**src/rtl/axi_rd_arbiter_pkg.sv**
```systemverilog
`default_nettype none
// ============================================================================
// Module   : axi_arb_pkg
// Brief    : Shared widths, FSM state encoding and AXI encodings for the
//            AXI read-path arbiter and its interface.
// Revision : 1.0 - initial release
// ============================================================================
package axi_arb_pkg;

  localparam int ADDR_WIDTH = 16;
  localparam int DATA_WIDTH = 32;
  localparam int ID_WIDTH   = 8;
  localparam int STRB_WIDTH = DATA_WIDTH / 8;

  typedef enum logic [1:0] {
    IDLE = 2'd0,
    ADDR = 2'd1,
    DATA = 2'd2
  } arb_state_e;

  typedef enum logic [1:0] {
    BURST_FIXED = 2'd0,
    BURST_INCR  = 2'd1,
    BURST_WRAP  = 2'd2
  } axi_burst_e;

  typedef enum logic [1:0] {
    RESP_OKAY   = 2'd0,
    RESP_EXOKAY = 2'd1,
    RESP_SLVERR = 2'd2,
    RESP_DECERR = 2'd3
  } axi_resp_e;

endpackage
`default_nettype wire

```
**src/rtl/axi_rd_arbiter_if.sv**
```systemverilog
`default_nettype none
// ============================================================================
// Module   : axi_rd_arb_if
// Brief    : Upstream (per-master, packed) and downstream AXI read channels
//            seen by the read arbiter. The slave modport is the arbiter's
//            view; the master modport is the surrounding environment's view
//            (requesting masters plus the downstream slave).
// Revision : 1.0 - initial release
// ============================================================================
interface axi_rd_arb_if #(
  parameter int NUM_M      = 2,
  parameter int ADDR_WIDTH = axi_arb_pkg::ADDR_WIDTH,
  parameter int DATA_WIDTH = axi_arb_pkg::DATA_WIDTH,
  parameter int ID_WIDTH   = axi_arb_pkg::ID_WIDTH
);

  // Upstream AR, master i occupies slice i
  logic [NUM_M-1:0]            m_arvalid;
  logic [NUM_M-1:0]            m_arready;
  logic [NUM_M*ID_WIDTH-1:0]   m_arid;
  logic [NUM_M*ADDR_WIDTH-1:0] m_araddr;
  logic [NUM_M*8-1:0]          m_arlen;
  logic [NUM_M*3-1:0]          m_arsize;
  logic [NUM_M*2-1:0]          m_arburst;

  // Upstream R, payload broadcast
  logic [NUM_M-1:0]            m_rvalid;
  logic [NUM_M-1:0]            m_rready;
  logic [ID_WIDTH-1:0]         m_rid;
  logic [DATA_WIDTH-1:0]       m_rdata;
  logic [1:0]                  m_rresp;
  logic                        m_rlast;

  // Downstream AR
  logic                        s_arvalid;
  logic                        s_arready;
  logic [ID_WIDTH-1:0]         s_arid;
  logic [ADDR_WIDTH-1:0]       s_araddr;
  logic [7:0]                  s_arlen;
  logic [2:0]                  s_arsize;
  logic [1:0]                  s_arburst;

  // Downstream R
  logic                        s_rvalid;
  logic                        s_rready;
  logic [ID_WIDTH-1:0]         s_rid;
  logic [DATA_WIDTH-1:0]       s_rdata;
  logic [1:0]                  s_rresp;
  logic                        s_rlast;

  modport slave (
    input  m_arvalid, m_arid, m_araddr, m_arlen, m_arsize, m_arburst,
    output m_arready,
    output m_rvalid, m_rid, m_rdata, m_rresp, m_rlast,
    input  m_rready,
    output s_arvalid, s_arid, s_araddr, s_arlen, s_arsize, s_arburst,
    input  s_arready,
    input  s_rvalid, s_rid, s_rdata, s_rresp, s_rlast,
    output s_rready
  );

  modport master (
    output m_arvalid, m_arid, m_araddr, m_arlen, m_arsize, m_arburst,
    input  m_arready,
    input  m_rvalid, m_rid, m_rdata, m_rresp, m_rlast,
    output m_rready,
    input  s_arvalid, s_arid, s_araddr, s_arlen, s_arsize, s_arburst,
    output s_arready,
    output s_rvalid, s_rid, s_rdata, s_rresp, s_rlast,
    input  s_rready
  );

endinterface
`default_nettype wire

```
**src/rtl/axi_rd_arbiter_rr_arbiter.sv**
```systemverilog
`default_nettype none
// ============================================================================
// Module   : rr_arbiter
// Brief    : Combinational round-robin picker. Grants the first requester at
//            or after ptr, wrapping cyclically. Outputs one-hot and index.
// Revision : 1.0 - initial release
// ============================================================================
module rr_arbiter #(
  parameter  int N  = 2,
  localparam int IW = (N > 1) ? $clog2(N) : 1
) (
  input  wire logic [N-1:0]  req,
  input  wire logic [IW-1:0] ptr,
  output logic      [N-1:0]  gnt,
  output logic      [IW-1:0] gnt_idx
);

  logic          w_found;
  int            w_pos;
  logic [IW-1:0] w_cand;

  // Scan from ptr upward, wrapping, and take the first active request
  always_comb begin
    gnt     = '0;
    gnt_idx = '0;
    w_found = 1'b0;
    w_pos   = 0;
    w_cand  = '0;
    for (int off = 0; off < N; off++) begin
      w_pos = int'(ptr) + off;
      if (w_pos >= N) w_pos = w_pos - N;
      w_cand = IW'(w_pos);
      if (!w_found && req[w_cand]) begin
        w_found      = 1'b1;
        gnt[w_cand]  = 1'b1;
        gnt_idx      = w_cand;
      end
    end
  end

endmodule
`default_nettype wire

```
**src/rtl/axi_rd_arbiter.sv**
```systemverilog
`default_nettype none
// ============================================================================
// Module   : axi_rd_arbiter
// Brief    : Shares one AXI4 read path between NUM_M masters. Round-robin on
//            AR, grant held until the rlast beat handshakes (one burst in
//            flight), R beats counted against arlen with a sticky error flag.
// Revision : 1.0 - initial release
// ============================================================================
module axi_rd_arbiter #(
  parameter  int NUM_M      = 2,
  parameter  int ADDR_WIDTH = axi_arb_pkg::ADDR_WIDTH,
  parameter  int DATA_WIDTH = axi_arb_pkg::DATA_WIDTH,
  parameter  int ID_WIDTH   = axi_arb_pkg::ID_WIDTH,
  localparam int GW         = $clog2(NUM_M)
) (
  input  wire logic      clk,
  input  wire logic      reset,
  axi_rd_arb_if.slave    bus,
  output logic [GW-1:0]  grant,
  output logic           busy,
  output logic           len_err
);

  import axi_arb_pkg::*;

  localparam logic [1:0] S_IDLE = IDLE;
  localparam logic [1:0] S_ADDR = ADDR;
  localparam logic [1:0] S_DATA = DATA;

  logic [1:0]            r_state;
  logic [GW-1:0]         r_grant;
  logic [GW-1:0]         r_ptr;
  logic [7:0]            r_beat_cnt;
  logic                  r_len_err;

  logic [NUM_M-1:0]      w_rr_gnt;
  logic [GW-1:0]         w_rr_idx;
  logic                  w_any;
  logic [7:0]            w_arlen_win;
  logic [GW-1:0]         w_ptr_next;

  logic                  w_sel_arvalid;
  logic                  w_sel_rready;
  logic [ID_WIDTH-1:0]   w_sel_arid;
  logic [ADDR_WIDTH-1:0] w_sel_araddr;
  logic [7:0]            w_sel_arlen;
  logic [2:0]            w_sel_arsize;
  logic [1:0]            w_sel_arburst;
  logic [DATA_WIDTH-1:0] w_rdata;

  rr_arbiter #(
    .N       (NUM_M)
  ) u_rr (
    .req     (bus.m_arvalid),
    .ptr     (r_ptr),
    .gnt     (w_rr_gnt),
    .gnt_idx (w_rr_idx)
  );

  assign w_any      = |w_rr_gnt;
  assign w_ptr_next = (r_grant == GW'(NUM_M - 1)) ? '0 : r_grant + GW'(1);

  // Select the granted master's AR payload and rready, and the RR winner's arlen
  always_comb begin
    w_sel_arvalid = 1'b0;
    w_sel_rready  = 1'b0;
    w_sel_arid    = '0;
    w_sel_araddr  = '0;
    w_sel_arlen   = '0;
    w_sel_arsize  = '0;
    w_sel_arburst = '0;
    w_arlen_win   = '0;
    for (int i = 0; i < NUM_M; i++) begin
      if (r_grant == GW'(i)) begin
        w_sel_arvalid = bus.m_arvalid[i];
        w_sel_rready  = bus.m_rready[i];
        w_sel_arid    = bus.m_arid[i*ID_WIDTH +: ID_WIDTH];
        w_sel_araddr  = bus.m_araddr[i*ADDR_WIDTH +: ADDR_WIDTH];
        w_sel_arlen   = bus.m_arlen[i*8 +: 8];
        w_sel_arsize  = bus.m_arsize[i*3 +: 3];
        w_sel_arburst = bus.m_arburst[i*2 +: 2];
      end
      if (w_rr_idx == GW'(i)) begin
        w_arlen_win = bus.m_arlen[i*8 +: 8];
      end
    end
  end

  // Route handshakes to/from the granted master only, gated by FSM phase
  always_comb begin
    bus.s_arvalid = (r_state == S_ADDR) && w_sel_arvalid;
    bus.s_arid    = w_sel_arid;
    bus.s_araddr  = w_sel_araddr;
    bus.s_arlen   = w_sel_arlen;
    bus.s_arsize  = w_sel_arsize;
    bus.s_arburst = w_sel_arburst;
    bus.s_rready  = (r_state == S_DATA) && w_sel_rready;
    bus.m_arready = '0;
    bus.m_rvalid  = '0;
    for (int i = 0; i < NUM_M; i++) begin
      if (r_grant == GW'(i)) begin
        bus.m_arready[i] = (r_state == S_ADDR) && bus.s_arready;
        bus.m_rvalid[i]  = (r_state == S_DATA) && bus.s_rvalid;
      end
    end
  end

  // R payload is broadcast; only the granted master sees rvalid
  assign w_rdata     = bus.s_rdata;
  assign bus.m_rdata = w_rdata;
  assign bus.m_rid   = bus.s_rid;
  assign bus.m_rresp = bus.s_rresp;
  assign bus.m_rlast = bus.s_rlast;

  // Arbitration FSM with beat counting; reset abandons any burst in flight
  always_ff @(posedge clk) begin
    if (reset) begin
      r_state    <= S_IDLE;
      r_grant    <= '0;
      r_ptr      <= '0;
      r_beat_cnt <= '0;
      r_len_err  <= 1'b0;
    end else begin
      case (r_state)
        S_IDLE: begin
          if (w_any) begin
            r_grant    <= w_rr_idx;
            r_beat_cnt <= w_arlen_win;
            r_state    <= S_ADDR;
          end
        end
        S_ADDR: begin
          if (bus.s_arvalid && bus.s_arready) r_state <= S_DATA;
        end
        S_DATA: begin
          if (bus.s_rvalid && bus.s_rready) begin
            // Saturate at zero so an overlong burst cannot wrap the counter
            if (r_beat_cnt != 8'd0) r_beat_cnt <= r_beat_cnt - 8'd1;
            if (bus.s_rlast) begin
              if (r_beat_cnt != 8'd0) r_len_err <= 1'b1;
              r_ptr   <= w_ptr_next;
              r_state <= S_IDLE;
            end else if (r_beat_cnt == 8'd0) begin
              r_len_err <= 1'b1;
            end
          end
        end
        default: r_state <= S_IDLE;
      endcase
    end
  end

  assign grant   = r_grant;
  assign busy    = (r_state != S_IDLE);
  assign len_err = r_len_err;

endmodule
`default_nettype wire

```
**src/flat_wrapper.sv**
```systemverilog
// flat-port wrapper written by rule: the top's interface ports become plain ports
module axi_rd_arbiter_flat import axi_arb_pkg::*;
#(
  parameter  int NUM_M      = 2,
  parameter  int ADDR_WIDTH = axi_arb_pkg::ADDR_WIDTH,
  parameter  int DATA_WIDTH = axi_arb_pkg::DATA_WIDTH,
  parameter  int ID_WIDTH   = axi_arb_pkg::ID_WIDTH,
  localparam int GW         = $clog2(NUM_M)
)
  (clk, reset, grant, busy, len_err, bus_m_arvalid, bus_m_arid, bus_m_araddr, bus_m_arlen, bus_m_arsize, bus_m_arburst, bus_m_arready, bus_m_rvalid, bus_m_rid, bus_m_rdata, bus_m_rresp, bus_m_rlast, bus_m_rready, bus_s_arvalid, bus_s_arid, bus_s_araddr, bus_s_arlen, bus_s_arsize, bus_s_arburst, bus_s_arready, bus_s_rvalid, bus_s_rid, bus_s_rdata, bus_s_rresp, bus_s_rlast, bus_s_rready);
  axi_rd_arb_if #(.NUM_M(NUM_M), .ADDR_WIDTH(ADDR_WIDTH), .DATA_WIDTH(DATA_WIDTH), .ID_WIDTH(ID_WIDTH)) bus_i ();
  input  wire logic clk;
  input  wire logic reset;
  output logic [GW-1:0] grant;
  output logic busy;
  output logic len_err;
  input wire logic [$bits(bus_i.m_arvalid)-1:0] bus_m_arvalid;
  input wire logic [$bits(bus_i.m_arid)-1:0] bus_m_arid;
  input wire logic [$bits(bus_i.m_araddr)-1:0] bus_m_araddr;
  input wire logic [$bits(bus_i.m_arlen)-1:0] bus_m_arlen;
  input wire logic [$bits(bus_i.m_arsize)-1:0] bus_m_arsize;
  input wire logic [$bits(bus_i.m_arburst)-1:0] bus_m_arburst;
  output wire logic [$bits(bus_i.m_arready)-1:0] bus_m_arready;
  output wire logic [$bits(bus_i.m_rvalid)-1:0] bus_m_rvalid;
  output wire logic [$bits(bus_i.m_rid)-1:0] bus_m_rid;
  output wire logic [$bits(bus_i.m_rdata)-1:0] bus_m_rdata;
  output wire logic [$bits(bus_i.m_rresp)-1:0] bus_m_rresp;
  output wire logic [$bits(bus_i.m_rlast)-1:0] bus_m_rlast;
  input wire logic [$bits(bus_i.m_rready)-1:0] bus_m_rready;
  output wire logic [$bits(bus_i.s_arvalid)-1:0] bus_s_arvalid;
  output wire logic [$bits(bus_i.s_arid)-1:0] bus_s_arid;
  output wire logic [$bits(bus_i.s_araddr)-1:0] bus_s_araddr;
  output wire logic [$bits(bus_i.s_arlen)-1:0] bus_s_arlen;
  output wire logic [$bits(bus_i.s_arsize)-1:0] bus_s_arsize;
  output wire logic [$bits(bus_i.s_arburst)-1:0] bus_s_arburst;
  input wire logic [$bits(bus_i.s_arready)-1:0] bus_s_arready;
  input wire logic [$bits(bus_i.s_rvalid)-1:0] bus_s_rvalid;
  input wire logic [$bits(bus_i.s_rid)-1:0] bus_s_rid;
  input wire logic [$bits(bus_i.s_rdata)-1:0] bus_s_rdata;
  input wire logic [$bits(bus_i.s_rresp)-1:0] bus_s_rresp;
  input wire logic [$bits(bus_i.s_rlast)-1:0] bus_s_rlast;
  output wire logic [$bits(bus_i.s_rready)-1:0] bus_s_rready;
  assign bus_i.m_arvalid = bus_m_arvalid;
  assign bus_i.m_arid = bus_m_arid;
  assign bus_i.m_araddr = bus_m_araddr;
  assign bus_i.m_arlen = bus_m_arlen;
  assign bus_i.m_arsize = bus_m_arsize;
  assign bus_i.m_arburst = bus_m_arburst;
  assign bus_m_arready = bus_i.m_arready;
  assign bus_m_rvalid = bus_i.m_rvalid;
  assign bus_m_rid = bus_i.m_rid;
  assign bus_m_rdata = bus_i.m_rdata;
  assign bus_m_rresp = bus_i.m_rresp;
  assign bus_m_rlast = bus_i.m_rlast;
  assign bus_i.m_rready = bus_m_rready;
  assign bus_s_arvalid = bus_i.s_arvalid;
  assign bus_s_arid = bus_i.s_arid;
  assign bus_s_araddr = bus_i.s_araddr;
  assign bus_s_arlen = bus_i.s_arlen;
  assign bus_s_arsize = bus_i.s_arsize;
  assign bus_s_arburst = bus_i.s_arburst;
  assign bus_i.s_arready = bus_s_arready;
  assign bus_i.s_rvalid = bus_s_rvalid;
  assign bus_i.s_rid = bus_s_rid;
  assign bus_i.s_rdata = bus_s_rdata;
  assign bus_i.s_rresp = bus_s_rresp;
  assign bus_i.s_rlast = bus_s_rlast;
  assign bus_s_rready = bus_i.s_rready;
  axi_rd_arbiter #(.NUM_M(NUM_M), .ADDR_WIDTH(ADDR_WIDTH), .DATA_WIDTH(DATA_WIDTH), .ID_WIDTH(ID_WIDTH)) u_core (.clk(clk), .reset(reset), .bus(bus_i), .grant(grant), .busy(busy), .len_err(len_err));
endmodule
```
**config.mk**
```make
export PLATFORM = sky130hd
export DESIGN_NAME = axi_rd_arbiter_flat
export DESIGN_NICKNAME = d
export VERILOG_FILES = /design/src/rtl/axi_rd_arbiter_pkg.sv /design/src/rtl/axi_rd_arbiter_if.sv /design/src/rtl/axi_rd_arbiter_rr_arbiter.sv /design/src/rtl/axi_rd_arbiter.sv /design/src/flat_wrapper.sv
export SDC_FILE = /design/constraint.sdc
export NUM_CORES = 1
export LEC_CHECK = 0
export CORE_AREA = 2 2 83 85
export DETAILED_ROUTE_END_ITERATION = 8
export DIE_AREA = 0 0 85 87
export GPL_ROUTABILITY_DRIVEN = 0
export GPL_TIMING_DRIVEN = 0
export PLACE_DENSITY = 0.81
export REMOVE_ABC_BUFFERS = 1
export SLEW_MARGIN = 20
export SYNTH_ARGS = -nofsm -noshare
export SYNTH_HDL_FRONTEND = slang
export SYNTH_SLANG_ARGS = --single-unit
```
**constraint.sdc**
```tcl
create_clock -name clk -period 5.2 [get_ports clk]
set_clock_uncertainty 0.2 [all_clocks]
set_input_delay 0.52 -clock clk [delete_from_list [all_inputs] [get_ports clk]]
set_output_delay 0.52 -clock clk [all_outputs]
set_load 0.03 [all_outputs]
```
### Word-level counts from Yosys, hierarchy flattened

Cells that the tools add are included.

* flip-flop bits (word level): 13
* bits in latches: 0
* memory bits (writable): 0
* ROM bits: 0
* output and inout port bits: 89
* logic and storage cells: 87
* memories: 0

* $add $sub $neg: 5
* multiply operators: 0
* div/mod/pow operators: 0
* $lt $le $gt $ge: 6
* equal/unequal tests: 8
* shift-type cells: 0
* muxes and demuxes: 40
* bitwise operators: 1
* reductions and logical operators: 22

Operator list (number)
* $mux W8: 6
* $mux W1: 21
* $mux W16: 1
* $pmux W8 S2: 1
* $mux W2: 7
* $reduce_and A4 Y1: 3
* $logic_and A1 B1 Y1: 9
* $logic_not A8 Y1: 1
* $ne A2 B2 Y1 const B: 4
* $reduce_bool A8 Y1: 1
* $sub A8 B1 Y8 const B: 1
* $pmux W2 S3: 1
* $reduce_bool A2 Y1: 3
* $lt A1 B2 Y1 const B: 2
* $ne A2 B1 Y1 const B: 2
* $mux W3: 1
* $reduce_and A3 Y1: 1
* $add A1 B1 Y2 const B: 1
* $demux W1 S1: 2
* $eq A2 B1 Y1 const B: 1
* $eq A2 B2 Y1 const B: 1
* $ge A1 B1 Y1 const B: 2
* $ge A1 B2 Y1 const B: 1
* $ge A2 B2 Y1 const B: 1
* 7 further kinds: 8

### Depth between registers and ports, before layout

Gate-level depths: netlist of the first run.

* word-level depth: 12
* gate-level depth with buffers: 8
* depth with buffers taken out: 7

### Hierarchy

Synthesis of the first run repeated with hierarchy kept, for this count alone.

* cell total of the unflattened synthesis: 204
* area, all modules: 1715.4 µm²

Modules (own cells, without submodules)
* axi_rd_arbiter: times used 1, cells an instance 200, area an instance 1685.4 µm², seq. area each 260.2 µm²
* rr_arbiter: times used 1, cells an instance 4, area an instance 30.0 µm², seq. area each 0.0 µm²

### Worst setup path before layout of the first run

Ideal clock, no wire load.

* path kind: register -> output
* from: reg u_core.r_grant, in the netlist u_core.grant
* to: out bus_s_araddr[0]
* data arrival time: 1.479 ns
* required time: 4.480 ns
* path slack: 3.001 ns
* cell stages (with the launch flop): 4
* path through: dfxtp_1 buf_6 clkbuf_1 mux2_2

* word-level cells in the longest chain between the ends: 1

RTL lines
* start: declaration: line axi_rd_arbiter.sv:31 `logic [GW-1:0] r_grant;`
* start signal: assignment: line axi_rd_arbiter.sv:127 `r_grant <= w_rr_idx;`
* $mux W16: line axi_rd_arbiter.sv:74 `if (r_grant == GW'(i)) begin`
* end: declaration: line flat_wrapper.sv:32 `output wire logic [$bits(bus_i.s_araddr)-1:0] bus_s_araddr;`

No other way between the ends.

### Final worst setup path of the first run

* from: reg u_core.r_grant, in the netlist u_core.grant
* to: out bus_s_rready

* word-level cells in the longest chain between the ends: 2

RTL lines
* $mux W1: line axi_rd_arbiter.sv:74
* $logic_and A1 B1 Y1: line axi_rd_arbiter.sv:97 `bus.s_rready = (r_state == S_DATA) && w_sel_rready;`
* end: declaration: line flat_wrapper.sv:42 `output wire logic [$bits(bus_i.s_rready)-1:0] bus_s_rready;`

No other way between the ends.

==> parameters.txt, run 1 <==
Parameter                              Value

Cells and area
  Antenna Cells ... 0
  Final #Nets ... 404
  Fraction of final layout cells sized beyond drive strength 1 ... 0.191
  Area added between synthesis and finish ... 65.2%
  Number of standard cells in the final layout excluding fillers ... 357

GRT
  GR Overflow Total ... 0
  Number of antenna violations at the first check in global routing ... 0
  Maximum number of pins on one net before global-route repair ... 37
  Global-route wire length before repair ... 9720 um
  Number of global-route vias before repair ... 1685
  Total global-route track usage ... 0.175

Synth
  Warnings from Yosys ... 0
  Largest family of logic cells by synthesized area ... multiplexers
  Most common cell in the synthesized netlist ... sky130_fd_sc_hd__buf_4
  Post-synth cell types ... 41
  Top cells by count, synth ... sky130_fd_sc_hd__buf_4, sky130_fd_sc_hd__mux2_2, sky130_fd_sc_hd__a21oi_1, sky130_fd_sc_hd__nor2_1, sky130_fd_sc_hd__dfxtp_1
  Synthesized area per cell ... 8.55 um2
  Yosys reg bits ... 13
  Post-synthesis instance total ... 195
  Synth area leaders ... sky130_fd_sc_hd__mux2_2, sky130_fd_sc_hd__buf_4, sky130_fd_sc_hd__dfxtp_1
  Adder and majority gate portion of the synthesized area ... 0.00751
  Number of enable flip-flop cells after synthesis ... 0
  Proportion of synthesized chip area in sequential cells ... 0.156
  Xor/xnor cell area share of the yosys netlist ... 0.00526
  Simple-gate share of the synthesized area ... 0.129
  Post-synthesis cell type with the largest combined area ... sky130_fd_sc_hd__mux2_2
  Share of the synthesized area in compound gates (AO/OA/AOI/OAI) ... 0.149
  Share of synthesized flip-flops with an asynchronous set or reset ... 0
  Synthesized area ... 0.00167 mm2
  Proportion of netlist area held by the largest area contributor ... 0.264
  Prevailing post-synth register cell ... sky130_fd_sc_hd__dfxtp_1
  Multiplexer fraction of the synthesized cell area ... 0.314

Run status
  Result of the run ... completed

Place
  # port buffers ... 129
  Number of cells in the design after placement ... 353
  Hpwl dp ... 5860 um

Clock tree
  Post-CTS sizing ... 0
  Cell at the root of the clock tree ... sky130_fd_sc_hd__clkbuf_8
  Number of buffers added to fix hold violations after cts ... 0
  Count of clock tree sinks ... 13
  Total setup buffers inserted after CTS ... 0
  Number of buffers added by the clock tree synthesis step ... 3
  H-tree depth ... 1
  TritonCTS clock tree ... done
  Skew-Pair Late Insertion Delay ... 0.25 ns
  Clk pin slew, worst setup/hold paths ... 0.06 ns
  Maximum buffer depth of the clock tree ... 2

Worst setup path
  Element type at the critical path end ... output pin
  Start-to-end type of the worst setup path ... flip-flop to output pin
  Critical path fanouts, max ... 36
  Kind of launch point of the worst setup path ... flip-flop
  Data arrival time of the worst path ... 2.05 ns
  Worst Path Required ... 4.48 ns

Floorplanning
  Area of the die ... 0.00740 mm2
  Floorplan Core Area ... 0.00657 mm2
  Ports placed on the boundary ... 214
  Height of the die ... 87 um
  Starting density of the core ... 0.254
  X dimension of the die ... 85 um
  Count of standard-cell rows ... 30

STA
  Max-slew violation total from the final report ... 0
  Setup tns final ... 0 ns
  Relative slew margins ... 0.480
  RSZ-0062 raised after global routing ... false
  Final critical delay including setup and external delays ... 2.77 ns
  Final number of setup-violating endpoints ... 0
  Final worst-path cycle share ... 0.532
  Number of endpoints with negative hold slack in the final report ... 0
  Tightest Pin Transition ... 0.780 ns
  F_max ... 0.361 GHz

Route
  Count of nets left with antenna violations after detail routing ... 0
  Number of DRC markers in iteration 0 ... 42
  Via count of the routed design ... 1723
  Wirelength per Cell ... 19.4 um
  Drt first pass iters ... 4
  Post-Route WL ... 6910 um
  Average via count per standard cell ... 4.83
  Final routed DRC violation total ... 0

Worst hold path
  Worst min path class ... flip-flop to flip-flop

Run
  Max-cap check violation count ... 0

Pwr
  Static Leak ... 1.03 nW
  Worst vdd ir ... 0.000108 V
  Power Dens Cells ... 206 mW/mm2
cell families (layout without fill, tap and decap cells):
kind of cell | Yosys count | in the layout
buf+inv | 59 | 141
mux | 47 | 47
simple gates | 39 | 39
compound gates | 35 | 35
flops | 13 | 13
fa+ha+maj | 1 | 1
xor+xnor | 1 | 1
worst max-delay path, stage by stage (launching register included):
cell,delay [ns]
sky130_fd_sc_hd__dfxtp_2,0.51
sky130_fd_sc_hd__buf_12,0.26
sky130_fd_sc_hd__mux2i_2,0.32
sky130_fd_sc_hd__nor2_1,0.07
sky130_fd_sc_hd__clkdlybuf4s50_1,0.63
final cells by class:
class                   count  area (um2)
clock inverters             1        5.00
inverters                   7        26.3
repair buffers            130        1310
fillers                   635        3810
well taps                  80         100
multi-input cells         123        1010
clock buffers               3        41.3
flip-flops and latches     13         262
final timing paths:
kind / from / to / cells past startpoint / slack [ns]
worst max-delay path: u_core.grant / bus_s_rready / 4 / 2.43
worst min-delay path: u_core.len_err / u_core.len_err / 2 / 0.28
worst max register to register: u_core.grant / u_core.r_beat_cnt[2] / 6 / 2.94
worst min register to register: u_core.len_err / u_core.len_err / 2 / 0.28
stage by stage:
step           cell area [um2]   util  setup WS [ns]  hold WS, ns  power (mW)
2_1_floorplan             1290      -           2.34        0.239       0.323
3_3_place_gp              2690  0.409           1.66        0.258       0.471
3_5_place_dp              2710  0.412           2.46        0.259       0.480
4_1_cts                   2750  0.419           2.40        0.277       0.573
5_1_grt                   2750  0.419           2.29        0.310       0.602
6_report                  2750  0.419           2.43        0.282       0.567
cells in the final DEF (no fill, tap or decap), types with 2 or more instances in the layout:
| cell type | n |
|---|---|
| sky130_fd_sc_hd__inv_1 | 6 |
| sky130_fd_sc_hd__dfxtp_1 | 12 |
| sky130_fd_sc_hd__mux2_2 | 39 |
| sky130_fd_sc_hd__nor2_1 | 15 |
| sky130_fd_sc_hd__a21oi_1 | 15 |
| sky130_fd_sc_hd__a211o_1 | 4 |
| sky130_fd_sc_hd__nor3_1 | 2 |
| sky130_fd_sc_hd__mux2i_1 | 7 |
| sky130_fd_sc_hd__and3_1 | 2 |
| sky130_fd_sc_hd__clkdlybuf4s50_1 | 129 |
| sky130_fd_sc_hd__nor2b_1 | 3 |
| sky130_fd_sc_hd__nand2_1 | 6 |
| sky130_fd_sc_hd__o21ai_1 | 3 |
| sky130_fd_sc_hd__a31oi_1 | 2 |
| sky130_fd_sc_hd__nand2b_1 | 2 |
| sky130_fd_sc_hd__clkbuf_8 | 3 |
sequential cells by signal, summed over array words and instances, names as in the netlist:
signal             cells
u_core.grant           1
u_core.len_err         1
u_core.r_beat_cnt      8
u_core.r_ptr           1
u_core.r_state         2
per-layer routing:
| layer | global-route usage | routed length, um |
|---|---|---|
| met1 | 0.165 | 2210 |
| met3 | 0.189 | 1640 |
| met2 | 0.270 | 3040 |
| met5 | 0.0350 | 0 |
| met4 | 0.0173 | 27 |
power breakdown:
group	switching (mW)	internal [mW]	total, mW
registers	0.0158	0.113	0.129
logic	0.169	0.179	0.348
clock network	0.0377	0.0530	0.0907
total	0.222	0.345	0.567
(Power assumes the default switching activity.)
==> run 2: changes to the inputs <==
CORE_AREA = 2 2 84 86   (was 2 2 83 85)
DIE_AREA = 0 0 86 88   (was 0 0 85 87)
PLACE_DENSITY = 0.8   (was 0.81)
clock period = 2.7 ns   (was 5.2 ns; I/O delays follow)
==> run 2 against run 1 <==
Routed wire length up 0.77%. Global-route usage hardly changed. Setup slack lost 2.2 ns. Register-to-register slack got worse by 2.4 ns. Die area up 2.3%. Sequential share of layout area rose by 0.082 points.
==> parameters.txt, run 2 (synthesis gave the netlist of run 1 again) <==
Parameter                              Value

Worst setup path
  Top Family by Delay on Critical Path ... buffers and inverters
  Start-to-end type of the worst setup path ... flip-flop to output pin
  Highest-delay cell along the critical path ... sky130_fd_sc_hd__clkdlybuf4s50_1
  Data arrival time of the worst path ... 2.01 ns
  Source of the worst register-to-register timing path ... u_core.r_beat_cnt[0]
  Critical path fanouts, max ... 27
  Kind of launch point of the worst setup path ... flip-flop
  Stage delay of the slowest cell on the critical path ... 0.65 ns
  R2R setup slack ... 0.57 ns
  Crit Reg-Reg Endpoint ... u_core.r_beat_cnt[2]
  Critical path cell sequence ... buf_12 -> mux2_2 -> clkdlybuf4s50_1
  Number of cells on the worst reg-to-reg path ... 7
  Element type at the critical path end ... output pin
  Number of buffers and inverters on the critical path ... 2
  Worst Path Required ... 2.23 ns

Worst hold path
  Worst hold start ... u_core.len_err
  Worst min-delay path endpoint ... u_core.len_err
  Worst hold stages ... 2
  Worst min path class ... flip-flop to flip-flop

Cells and area
  Number of filler instances in the final layout ... 651
  Flip-flop count of the largest register after layout ... 8
  Top library cells by usage in the layout, fill and taps aside ... sky130_fd_sc_hd__clkdlybuf4s50_1, sky130_fd_sc_hd__mux2_2, sky130_fd_sc_hd__nor2_1, sky130_fd_sc_hd__a21oi_1, sky130_fd_sc_hd__dfxtp_1
  Antenna Cells ... 0
  Fraction of final layout cells sized beyond drive strength 1 ... 0.191
  Commonest non-fill, non-tap cell in the layout ... sky130_fd_sc_hd__clkdlybuf4s50_1
  Area added between synthesis and finish ... 65.4%
  Final #Nets ... 404
  Utilization after layout ... 0.415
  Largest registers ranked by flip-flop count ... u_core.r_beat_cnt: 8 flops, u_core.r_state: 2 flops
  Largest Register ... u_core.r_beat_cnt

Clock tree
  Skew-Pair Late Insertion Delay ... 0.24 ns
  Cell at the root of the clock tree ... sky130_fd_sc_hd__clkbuf_8
  H-tree depth ... 1
  Clk pin slew, worst setup/hold paths ... 0.06 ns
  Total setup buffers inserted after CTS ... 0
  Count of clock tree sinks ... 13
  Maximum buffer depth of the clock tree ... 2
  Number of buffers added by the clock tree synthesis step ... 3
  TritonCTS clock tree ... done

STA
  Max-slew violation total from the final report ... 0
  Final number of setup-violating endpoints ... 0
  Final worst slack ... 0.218 ns
  Final critical delay including setup and external delays ... 2.48 ns
  Number of endpoints with negative hold slack in the final report ... 0
  Final worst-path cycle share ... 0.919
  RSZ-0062 raised after global routing ... false
  Tightest Pin Transition ... 0.773 ns
  Final Hold Slack ... 0.274 ns
  Relative slew margins ... 0.480
  F_max ... 0.403 GHz

Route
  Via count of the routed design ... 1748
  Average via count per standard cell ... 4.90
  DRT met1 WL ... 2460 um
  Final routed DRC violation total ... 0
  Wirelength per Cell ... 19.5 um
  DR WL met2 ... 3050 um
  Met3 WL post-DR ... 1430 um
  Drt first pass iters ... 6
  Number of DRC markers in iteration 0 ... 103
  Post-Route WL ... 6960 um
  Count of nets left with antenna violations after detail routing ... 0
  Highest routed layer ... met4

Floorplanning
  Height of the die ... 88 um
  Ports placed on the boundary ... 214
  Area of the die ... 0.00757 mm2
  X dimension of the die ... 86 um
  Count of standard-cell rows ... 30
  Starting density of the core ... 0.251
  Floorplan Core Area ... 0.00664 mm2

Place
  # port buffers ... 129
  Hpwl dp ... 6060 um
  Pre-CTS worst setup slack ... 0.323 ns

GRT
  GR Overflow Total ... 0
  Maximum number of pins on one net before global-route repair ... 28
  Global-route wire length before repair ... 9720 um
  Number of antenna violations at the first check in global routing ... 0
  Number of global-route vias before repair ... 1675
  Total global-route track usage ... 0.175

Pwr
  Power Dens Cells ... 396 mW/mm2
  Worst vdd ir ... 0.000195 V
  Static Leak ... 1.03 nW

Run status
  Result of the run ... completed

Run
  Max-cap check violation count ... 0
[run 2: worst max-delay path by stage]
stage	slack (ns)	cells after the start	startpoint	end
floorplan	-0.08	5	u_core.grant	u_core.r_beat_cnt[2]
global placement	-0.56	2	u_core.grant	bus_s_arid[6]
detailed placement	0.32	3	u_core.grant	bus_s_arid[6]
CTS	0.05	3	u_core.grant	bus_s_arid[6]
global route	0.09	3	u_core.r_state[1]	bus_s_rready
finish	0.22	3	u_core.grant	bus_s_arid[6]
[run 2: power breakdown]
part	switching (mW)	internal [mW]
logic	0.322	0.344
registers	0.0337	0.217
clock network	0.0728	0.102
[run 2: final cells by class]
cell class                      instances  area [um2]  area share
Clock buffer                            3        41.3      0.0150
Inverter                                7        26.3     0.00953
Clock inverter                          1        5.00     0.00182
Sequential cell                        13         264      0.0958
Timing Repair Buffer                  130        1310       0.476
Tap cell                               80         100      0.0363
Multi-Input combinational cell        123        1010       0.366
[run 2: repair_timing]
item,CTS,global route
setup endpoints to repair,0,2
endpoints found under the hold margin,0,0
hold buffers,0,0
resized for setup,0,1
[run 2: metal layers]
layer	GRT usage	vias up
met4	0.0130	0
met5	0.0649	-
li1	-	809
met2	0.271	158
met3	0.158	4
met1	0.181	777
[run 2: worst register-to-register path: stages, from the launching register on]
cell,delay (ns)
sky130_fd_sc_hd__dfxtp_1,0.33
sky130_fd_sc_hd__inv_1,0.09
sky130_fd_sc_hd__ha_1,0.19
sky130_fd_sc_hd__nor3b_4,0.29
sky130_fd_sc_hd__nand3b_2,0.17
sky130_fd_sc_hd__a21oi_4,0.41
sky130_fd_sc_hd__a2111oi_1,0.11
sky130_fd_sc_hd__a31o_1,0.23
[run 2: stage by stage]
stage                     total power, mW  cells  setup TNS, ns  cell area, um2
after global routing                 1.16    357              0            2760
after detailed placement            0.923    353              0            2710
after floorplan                     0.621    143        -0.0927            1290
after global placement              0.910    352         -24.16            2690
final                                1.09    357              0            2760
after CTS                            1.10    357              0            2750
